$ cat src/rtl/axis_pkt_pkg.sv
// axis_pkt_pkg: shared beat layout, default sizes and entry-width helper for the AXI-Stream packet FIFO.
// Ports: none (package).
package axis_pkt_pkg;

    localparam int DATA_W_DEF = 32;
    localparam int USER_W_DEF = 2;
    localparam int DEPTH_DEF  = 16;

    // One buffered beat at the default widths; the FIFO packs fields in this same order.
    typedef struct packed {
        logic [DATA_W_DEF-1:0]   tdata;
        logic [DATA_W_DEF/8-1:0] tstrb;
        logic [DATA_W_DEF/8-1:0] tkeep;
        logic [USER_W_DEF-1:0]   tuser;
        logic                    tlast;
    } beat_t;

    // Width of one stored beat: tdata + tstrb + tkeep + tuser + tlast.
    function automatic int beat_width(input int dw, input int uw);
        return dw + 2 * (dw / 8) + uw + 1;
    endfunction

endpackage

$ cat src/rtl/axis_pkt_fifo_mem.sv
// axis_pkt_fifo_mem: simple dual-port array, synchronous write, asynchronous read.
// Ports:
//   clk      in   write clock
//   wr_en    in   write strobe
//   wr_addr  in   write address
//   wr_data  in   write data
//   rd_addr  in   read address
//   rd_data  out  read data (combinational from rd_addr)
module axis_pkt_fifo_mem
    import axis_pkt_pkg::*;
#(
    parameter int WIDTH = beat_width(DATA_W_DEF, USER_W_DEF),
    parameter int DEPTH = DEPTH_DEF,
    parameter int AW    = $clog2(DEPTH)
) (
    input  logic             clk,
    input  logic             wr_en,
    input  logic [AW-1:0]    wr_addr,
    input  logic [WIDTH-1:0] wr_data,
    input  logic [AW-1:0]    rd_addr,
    output logic [WIDTH-1:0] rd_data
);

    logic [WIDTH-1:0] mem [DEPTH];

    always_ff @(posedge clk) begin
        if (wr_en) mem[wr_addr] <= wr_data;
    end

    assign rd_data = mem[rd_addr];

endmodule

$ cat src/rtl/axis_pkt_fifo.sv
// axis_pkt_fifo: store-and-forward AXI-Stream packet FIFO with cut-through fallback for oversize packets.
// Ports:
//   axi_clk, axi_reset_n        clock, synchronous active-low reset
//   s_tdata..s_tlast, s_tvalid  slave stream in; s_tready out
//   m_tdata..m_tlast, m_tvalid  master stream out; m_tready in
//   level                       entries occupied, 0..DEPTH
//   pkt_cnt                     complete packets (tlast beats) held
//   pkt_total, level_max        only with AXIS_PKT_FIFO_STAT_EN: tlast-write count, level high-water mark
module axis_pkt_fifo
    import axis_pkt_pkg::*;
#(
    parameter int DATA_WIDTH = DATA_W_DEF,
    parameter int USER_WIDTH = USER_W_DEF,
    parameter int DEPTH      = DEPTH_DEF,
    parameter int AW         = $clog2(DEPTH)
) (
    input  logic                    axi_clk,
    input  logic                    axi_reset_n,
    input  logic [DATA_WIDTH-1:0]   s_tdata,
    input  logic [DATA_WIDTH/8-1:0] s_tstrb,
    input  logic [DATA_WIDTH/8-1:0] s_tkeep,
    input  logic [USER_WIDTH-1:0]   s_tuser,
    input  logic                    s_tlast,
    input  logic                    s_tvalid,
    output logic                    s_tready,
    output logic [DATA_WIDTH-1:0]   m_tdata,
    output logic [DATA_WIDTH/8-1:0] m_tstrb,
    output logic [DATA_WIDTH/8-1:0] m_tkeep,
    output logic [USER_WIDTH-1:0]   m_tuser,
    output logic                    m_tlast,
    output logic                    m_tvalid,
    input  logic                    m_tready,
    output logic [AW:0]             level,
    output logic [AW:0]             pkt_cnt
`ifdef AXIS_PKT_FIFO_STAT_EN
    ,
    output logic [31:0]             pkt_total,
    output logic [AW:0]             level_max
`endif
);

    localparam int         BW   = beat_width(DATA_WIDTH, USER_WIDTH);
    localparam logic [AW:0] FULL = (AW+1)'(DEPTH);

    logic [AW-1:0] wr_ptr;
    logic [AW-1:0] rd_ptr;
    logic          oversize;
    logic          wr_en;
    logic          rd_en;
    logic [AW:0]   level_nxt;
    logic [AW:0]   pkt_nxt;
    logic [BW-1:0] wr_data;
    logic [BW-1:0] rd_data;

    assign s_tready  = level != FULL;
    assign m_tvalid  = (level != '0) && (pkt_cnt != '0 || oversize);
    assign wr_en     = s_tvalid && s_tready;
    assign rd_en     = m_tvalid && m_tready;
    assign level_nxt = level + (AW+1)'(wr_en) - (AW+1)'(rd_en);
    assign pkt_nxt   = pkt_cnt + (AW+1)'(wr_en && s_tlast) - (AW+1)'(rd_en && m_tlast);
    assign wr_data   = {s_tdata, s_tstrb, s_tkeep, s_tuser, s_tlast};
    assign {m_tdata, m_tstrb, m_tkeep, m_tuser, m_tlast} = rd_data;

    axis_pkt_fifo_mem #(
        .WIDTH(BW),
        .DEPTH(DEPTH),
        .AW   (AW)
    ) u_mem (
        .clk    (axi_clk),
        .wr_en  (wr_en),
        .wr_addr(wr_ptr),
        .wr_data(wr_data),
        .rd_addr(rd_ptr),
        .rd_data(rd_data)
    );

    always_ff @(posedge axi_clk) begin
        if (!axi_reset_n) begin
            wr_ptr   <= '0;
            rd_ptr   <= '0;
            level    <= '0;
            pkt_cnt  <= '0;
            oversize <= 1'b0;
        end else begin
            if (wr_en) wr_ptr <= wr_ptr + 1'b1;
            if (rd_en) rd_ptr <= rd_ptr + 1'b1;
            level   <= level_nxt;
            pkt_cnt <= pkt_nxt;
            // A full FIFO with no complete packet can never release one; stream it out
            // until its tlast leaves. Set and clear cannot coincide: a tlast read needs pkt_cnt != 0.
            if (rd_en && m_tlast) oversize <= 1'b0;
            else if (level == FULL && pkt_cnt == '0) oversize <= 1'b1;
        end
    end

`ifdef AXIS_PKT_FIFO_STAT_EN
    always_ff @(posedge axi_clk) begin
        if (!axi_reset_n) begin
            pkt_total <= '0;
            level_max <= '0;
        end else begin
            if (wr_en && s_tlast) pkt_total <= pkt_total + 1'b1;
            // Track against the next level so the peak shows up in the same cycle as level.
            if (level_nxt > level_max) level_max <= level_nxt;
        end
    end
`endif

endmodule

$ cat config.mk
export PLATFORM = sky130hd
export DESIGN_NAME = axis_pkt_fifo
export DESIGN_NICKNAME = d
export VERILOG_FILES = /design/src/rtl/axis_pkt_pkg.sv /design/src/rtl/axis_pkt_fifo_mem.sv /design/src/rtl/axis_pkt_fifo.sv
export SDC_FILE = /design/constraint.sdc
export NUM_CORES = 1
export LEC_CHECK = 0
export BUFFER_PORTS_ARGS = -buffer_cell sky130_fd_sc_hd__buf_2
export CORE_ASPECT_RATIO = 0.75
export CORE_UTILIZATION = 60
export CTS_CLUSTER_SIZE = 8
export DETAILED_ROUTE_END_ITERATION = 7
export PLACE_DENSITY = 0.78
export SLEW_MARGIN = 20
export SYNTH_ARGS = -nofsm -noshare
export SYNTH_HDL_FRONTEND = slang
export SYNTH_SLANG_ARGS = --single-unit
$ cat constraint.sdc
create_clock -name axi_clk -period 9.6 [get_ports axi_clk]
set_input_delay 1.44 -clock axi_clk [delete_from_list [all_inputs] [get_ports axi_clk]]
set_output_delay 1.44 -clock axi_clk [all_outputs]
set_load 0.05 [all_outputs]
# == After elaboration in Yosys (flattened, before gate mapping) ==
# Memories as Yosys holds them, arrays and structs flattened. A register that Yosys moved wholly into a read port is not among the register bits.
# Cells that the tools add are included.
# word_totals
n_memories,1
register_bits,19
output_inout_bits,55
inputBits,47
ram_bits,688
word_cells,30
# mem_list
memory,depth,word_bits,read_ports,rd_clocked_by_memory_dff,write_ports,line_no,text
u_mem.mem,16,43,1,1,1,axis_pkt_fifo_mem.sv:24,logic [WIDTH-1:0] mem [DEPTH];
# op_classes
eq_ne,2
muxes,4
n_addsub,6
reduce_logical,11
bitwise,1
# ops
op,n
$add A5 B1 Y5,2
$reduce_bool A5 Y1,2
$sub A5 B1 Y5,2
$add A4 B1 Y4 const B,2
$mux W4,2
$logic_and A1 B1 Y1,6
$eq A5 B5 Y1 const B,1
$logic_not A5 Y1,1
$ne A5 B5 Y1 const B,1
$mux W1,2
$reduce_or A2 Y1,1
$logic_or A1 B1 Y1,1
$not A1 Y1,1

# == Depth between registers and ports, before layout ==
# depth
depth_word,6
mapped_depth,15
depth_no_buf,14

# == Modules after synthesis ==
# Synthesis repeated with hierarchy kept, for this count alone.
# hier_totals
cells_unflattened,1186
area_unflattened_um2,26852.0
# by_module_without_submodules
mod,cells_each,area_each_um2,seq_area_each_um2,n_inst
axis_pkt_fifo_mem,1073,25778.5,20659.8,1
axis_pkt_fifo,113,1073.5,380.4,1

# == Least setup slack after synthesis ==
# OpenSTA, ideal clock, no wires.
# synth_timing
path_kind,reg-to-reg
start,reg level[2]
end,mem u_mem.mem[3][0] (netlist bit) (enable)
path_buffers,1
arrival_time_ns,6.136
stages_incl_launch_ff,8
setup_ns,0.550
synth_period_minus_slack_ns,6.686
required_time_ns,9.050
setup_slack_ns,2.914
path_cell_list,dfxtp_1 inv_1 ha_1 nand4bb_1 and2_1 clkbuf_1 inv_1 nor4_1
# synth_via
elab_chain_cells,4
# synth_lines
element,line_no,text
"start, declared",axis_pkt_fifo.sv:33,"output logic [AW:0] level,"
"start signal, assigned",axis_pkt_fifo.sv:87,level <= level_nxt;
$ne A5 B5 Y1,axis_pkt_fifo.sv:55,assign s_tready = level != FULL;
named net s_tready,axis_pkt_fifo.sv:25,"output logic s_tready,"
$logic_and A1 B1 Y1,axis_pkt_fifo.sv:57,assign wr_en = s_tvalid && s_tready;
$mux W1,axis_pkt_fifo_mem.sv:27,if (wr_en) mem[wr_addr] <= wr_data;
$mux W1 (implied by the code),axis_pkt_fifo_mem.sv:27,
"end, declared",axis_pkt_fifo_mem.sv:24,
# The timed path passes the listed nets, and every way through them passes these cells.

==> results.txt <==
- The flow ran to the end, and the final reports show no timing, DRC or antenna violations.
- Slew HR: 27.6%
- From synthesis to final layout, the design area changed by 14.1%.
- Starting DRC count in detailed routing: 1413
- Maximum number of pins on one net before global-route repair: 172
- At the worst endpoint, the required time is 8.16 ns.
- Global routing used 38.1% of the available met1 tracks.
- Type of the worst min-delay path: reg2reg
- Clock latency on the worst-skew pair, taken at its later pin, is 0.63 ns.
* Maximum fanout encountered on the critical timing path: 45
* Number of hold violations in the final report: 0
* Total standard cell area after synthesis: 0.0273 mm2
* Most Used Layer, Global Route: met2
* Worst setup path class: reg2out
- Post-detailed-route via-to-cell ratio: 6.81
- The initial utilization of the core area, before any placement, comes to 60.9%.
- Met2 Usage GRT: 46.3%
* Global-route wire length before repair: 92400 um
- Max-capacitance violation count: 0
* Total vias in the final route: 12966
- Setup violation total in the final timing report: 0
* Count of cells along the worst register-to-register path: 13
- For the pin with the worst max-slew slack, the measured transition is 1.09 ns.
* Synth cell types: 44
- Maximum buffer depth of the clock tree: 3
- Setup slack closes at 3.94 ns.
- TritonCTS created 98 clock buffers.
- Summed over all instances, the cell type with the most area after synthesis is sky130_fd_sc_hd__edfxtp_1.
- For this design the static power due to leakage is 9.81 nW.
- Placer's final routability congestion estimate: 0.726
* Worst-path clk slew: 0.05 ns
- Drt drc: 0
- 1st-pass router iterations: 5
- Quantity of gates resized following cts: 0
- Met3 track utilization from global routing: 7.18%
* Proportion of synthesized chip area in sequential cells: 77.5%
* Maximum VDD drop: 0.157 mV
- Buffers added to address setup during post-CTS repair amount to 0.
* Clock period minus worst slack: 5.66 ns
- GRT Util Overall: 28.6%
- STA classifies the critical path endpoint as a primary output.
* Share of post-route cells with drive strength above 1: 33.9%
- In this run the count of I/O pins placed on the die edge is 102.
- Die area: 0.0463 mm2
* Final routed wirelength across all metal layers: 63800 um
* Synth warn: 0
- Counting instances, the worst hold path has a depth of 2.
* Slew Limit Fails: 0
* Number of levels in the clock H-tree: 3
- Timing would allow up to 177 MHz.
* RSZ-0062 raised after global routing: no
- The number of antenna violations at the first check in global routing is 7.
- CP Data Arrival Time: 4.22 ns
* Fin Clk Skew: 0.0201 ns
- The tree built by TritonCTS fans out to 711 sinks.
- Root buf cell: sky130_fd_sc_hd__clkbuf_16
* CP startpoint kind: flip-flop
- Antenna Violating Nets Remaining: 0
- The die is 187 um tall.
* Die Width: 248 um
- Routed wire per std cell: 33.5 um
- The core region is 0.0448 mm2.
* HPWL Detailed: 26300 um
* Post-CTS Hold Fix Bufs: 0
* TritonCTS clock tree: done
- Final TNS setup: 0 ns
- Synthesized netlist net count: 1185
- Number of port buffers: 101
- The via count of the first global-routing pass is 13804.
- Number of nets at the end of the flow: 1355
- Power spread over the standard cell area amounts to 273 mW/mm2.
* Dpl ws: 4.58 ns
- Worst-case register-to-register setup slack: 5.73 ns
- The average instance in the mapped netlist occupies 24.4 um2.
- After layout, the worst path uses 59.0% of the clock period.
- Cell types with the largest area share after synthesis: sky130_fd_sc_hd__edfxtp_1 (76%), sky130_fd_sc_hd__mux4_2 (16%), sky130_fd_sc_hd__mux4_1 (1.9%)
- Synthesized netlist cell count: 1119
- Post-synthesis register bit count: 711
- Fraction of post-synthesis cell area in the top cell type by area: 75.8%
- Number of rows created at floorplan: 67
- Remaining Overflow, GRT: 0
[worst paths after layout]
kind | startpoint | endpoint
setup / recovery | flip-flop | m_tdata[13]
hold / removal | rd_ptr[3] | flip-flop
setup reg to reg | flip-flop | pkt_cnt[4]
hold reg to reg | rd_ptr[3] | flip-flop
[cell type report]
class | instances | area [um2]
timing repair buffer | 124 | 691
antenna | 4 | 10.0
clock buffer | 120 | 2580
sequential | 711 | 21100
multi-input combinational | 332 | 5810
tap | 586 | 733
clock inverter | 5 | 62.6
fill | 2552 | 13700
inverter | 22 | 82.6
[kinds of logic after synthesis]
logic type      after synthesis  synth area share (%)
compound gates               27                 0.684
xor+xnor                     11                 0.353
fa+ha+maj                    19                 0.927
buf+inv                      76                  1.49
flops                       711                  77.5
mux                         218                  17.9
simple gates                 57                  1.12
[per-stage QoR]
stage	hold slack (ns)	cells	total power [W]	instance area [um2]	utilization (%)
5_1_grt	0.541	1901	0.00875	31100	69.4
6_report	0.505	1904	0.00848	31100	69.5
2_1_floorplan	0.459	1119	0.00508	27300	-
3_5_place_dp	0.498	1775	0.00544	28400	63.5
4_1_cts	0.510	1900	0.00855	31100	69.4
3_3_place_gp	0.461	1775	0.00539	28400	63.5
[synth_stat cells (all sizes together)]
master   count
o211a        1
nand3        3
o211ai       1
xnor2        7
mux2         2
nand4bb      1
a31o         1
nor2        18
nor4         4
a31oi        1
or4b         2
fa           2
a221o        1
ha          17
nand4        1
xor2         4
a21oi        8
o21ai        5
edfxtp     688
buf         30
nor3b        2
or2          1
nand2b       2
nand2        5
o2bb2ai      2
or3          2
nor2b        2
inv         22
o21a         2
clkbuf      24
mux4       210
dfxtp       23
and2         9
a211oi       1
mux2i        6
o21bai       1
a2111o       1
nor3         5
a21o         2
[registers in the layout, indices dropped and copies added (netlist names), named ones only]
signal,count
pkt_cnt,5
level,5
rd_ptr,4
wr_ptr,4
u_mem.mem,688
oversize,1
[critical path, cell delays in order, from the launching register on]
cell and delay (ns):
sky130_fd_sc_hd__dfxtp_4 0.67, sky130_fd_sc_hd__buf_4 0.57, sky130_fd_sc_hd__buf_4 0.77, sky130_fd_sc_hd__mux4_2 0.66
sky130_fd_sc_hd__mux4_2 0.54, sky130_fd_sc_hd__buf_2 0.25
[layer usage]
layer | wire, um | vias to the layer above
li1 | - | 5124
met2 | 32500 | 784
met1 | 23700 | 6907
met3 | 5510 | 143
met5 | 54 | -
met4 | 2060 | 8
[report_power, final]
| group | internal, W | switching (W) | total, W |
|---|---|---|---|
| clock | 0.00185 | 0.00122 | 0.00307 |
| combinational | 0.000731 | 0.00107 | 0.00180 |
| sequential | 0.00354 | 0.0000738 | 0.00361 |
[cell usage in the layout, fill, tap and decap left out, types with 3 or more instances in the layout]
cell type and n:
sky130_fd_sc_hd__nand3_1 3, sky130_fd_sc_hd__clkbuf_16 100, sky130_fd_sc_hd__nand2_1 5, sky130_fd_sc_hd__xor2_1 4, sky130_fd_sc_hd__nor2_1 14, sky130_fd_sc_hd__buf_4 22
sky130_fd_sc_hd__edfxtp_1 688, sky130_fd_sc_hd__buf_2 101, sky130_fd_sc_hd__mux4_2 190, sky130_fd_sc_hd__nor3_2 4, sky130_fd_sc_hd__mux2i_1 6, sky130_fd_sc_hd__a21oi_1 8
sky130_fd_sc_hd__and2_2 4, sky130_fd_sc_hd__inv_1 22, sky130_fd_sc_hd__ha_1 17, sky130_fd_sc_hd__nor2_4 4, sky130_fd_sc_hd__diode_2 4, sky130_fd_sc_hd__xnor2_1 7
sky130_fd_sc_hd__nor4_2 4, sky130_fd_sc_hd__and2_1 5, sky130_fd_sc_hd__clkbuf_1 20, sky130_fd_sc_hd__dfxtp_4 3, sky130_fd_sc_hd__dfxtp_1 19, sky130_fd_sc_hd__inv_6 3
sky130_fd_sc_hd__mux4_1 20, sky130_fd_sc_hd__o21ai_0 5
Note: power is estimated with default switching activity, not from simulation.
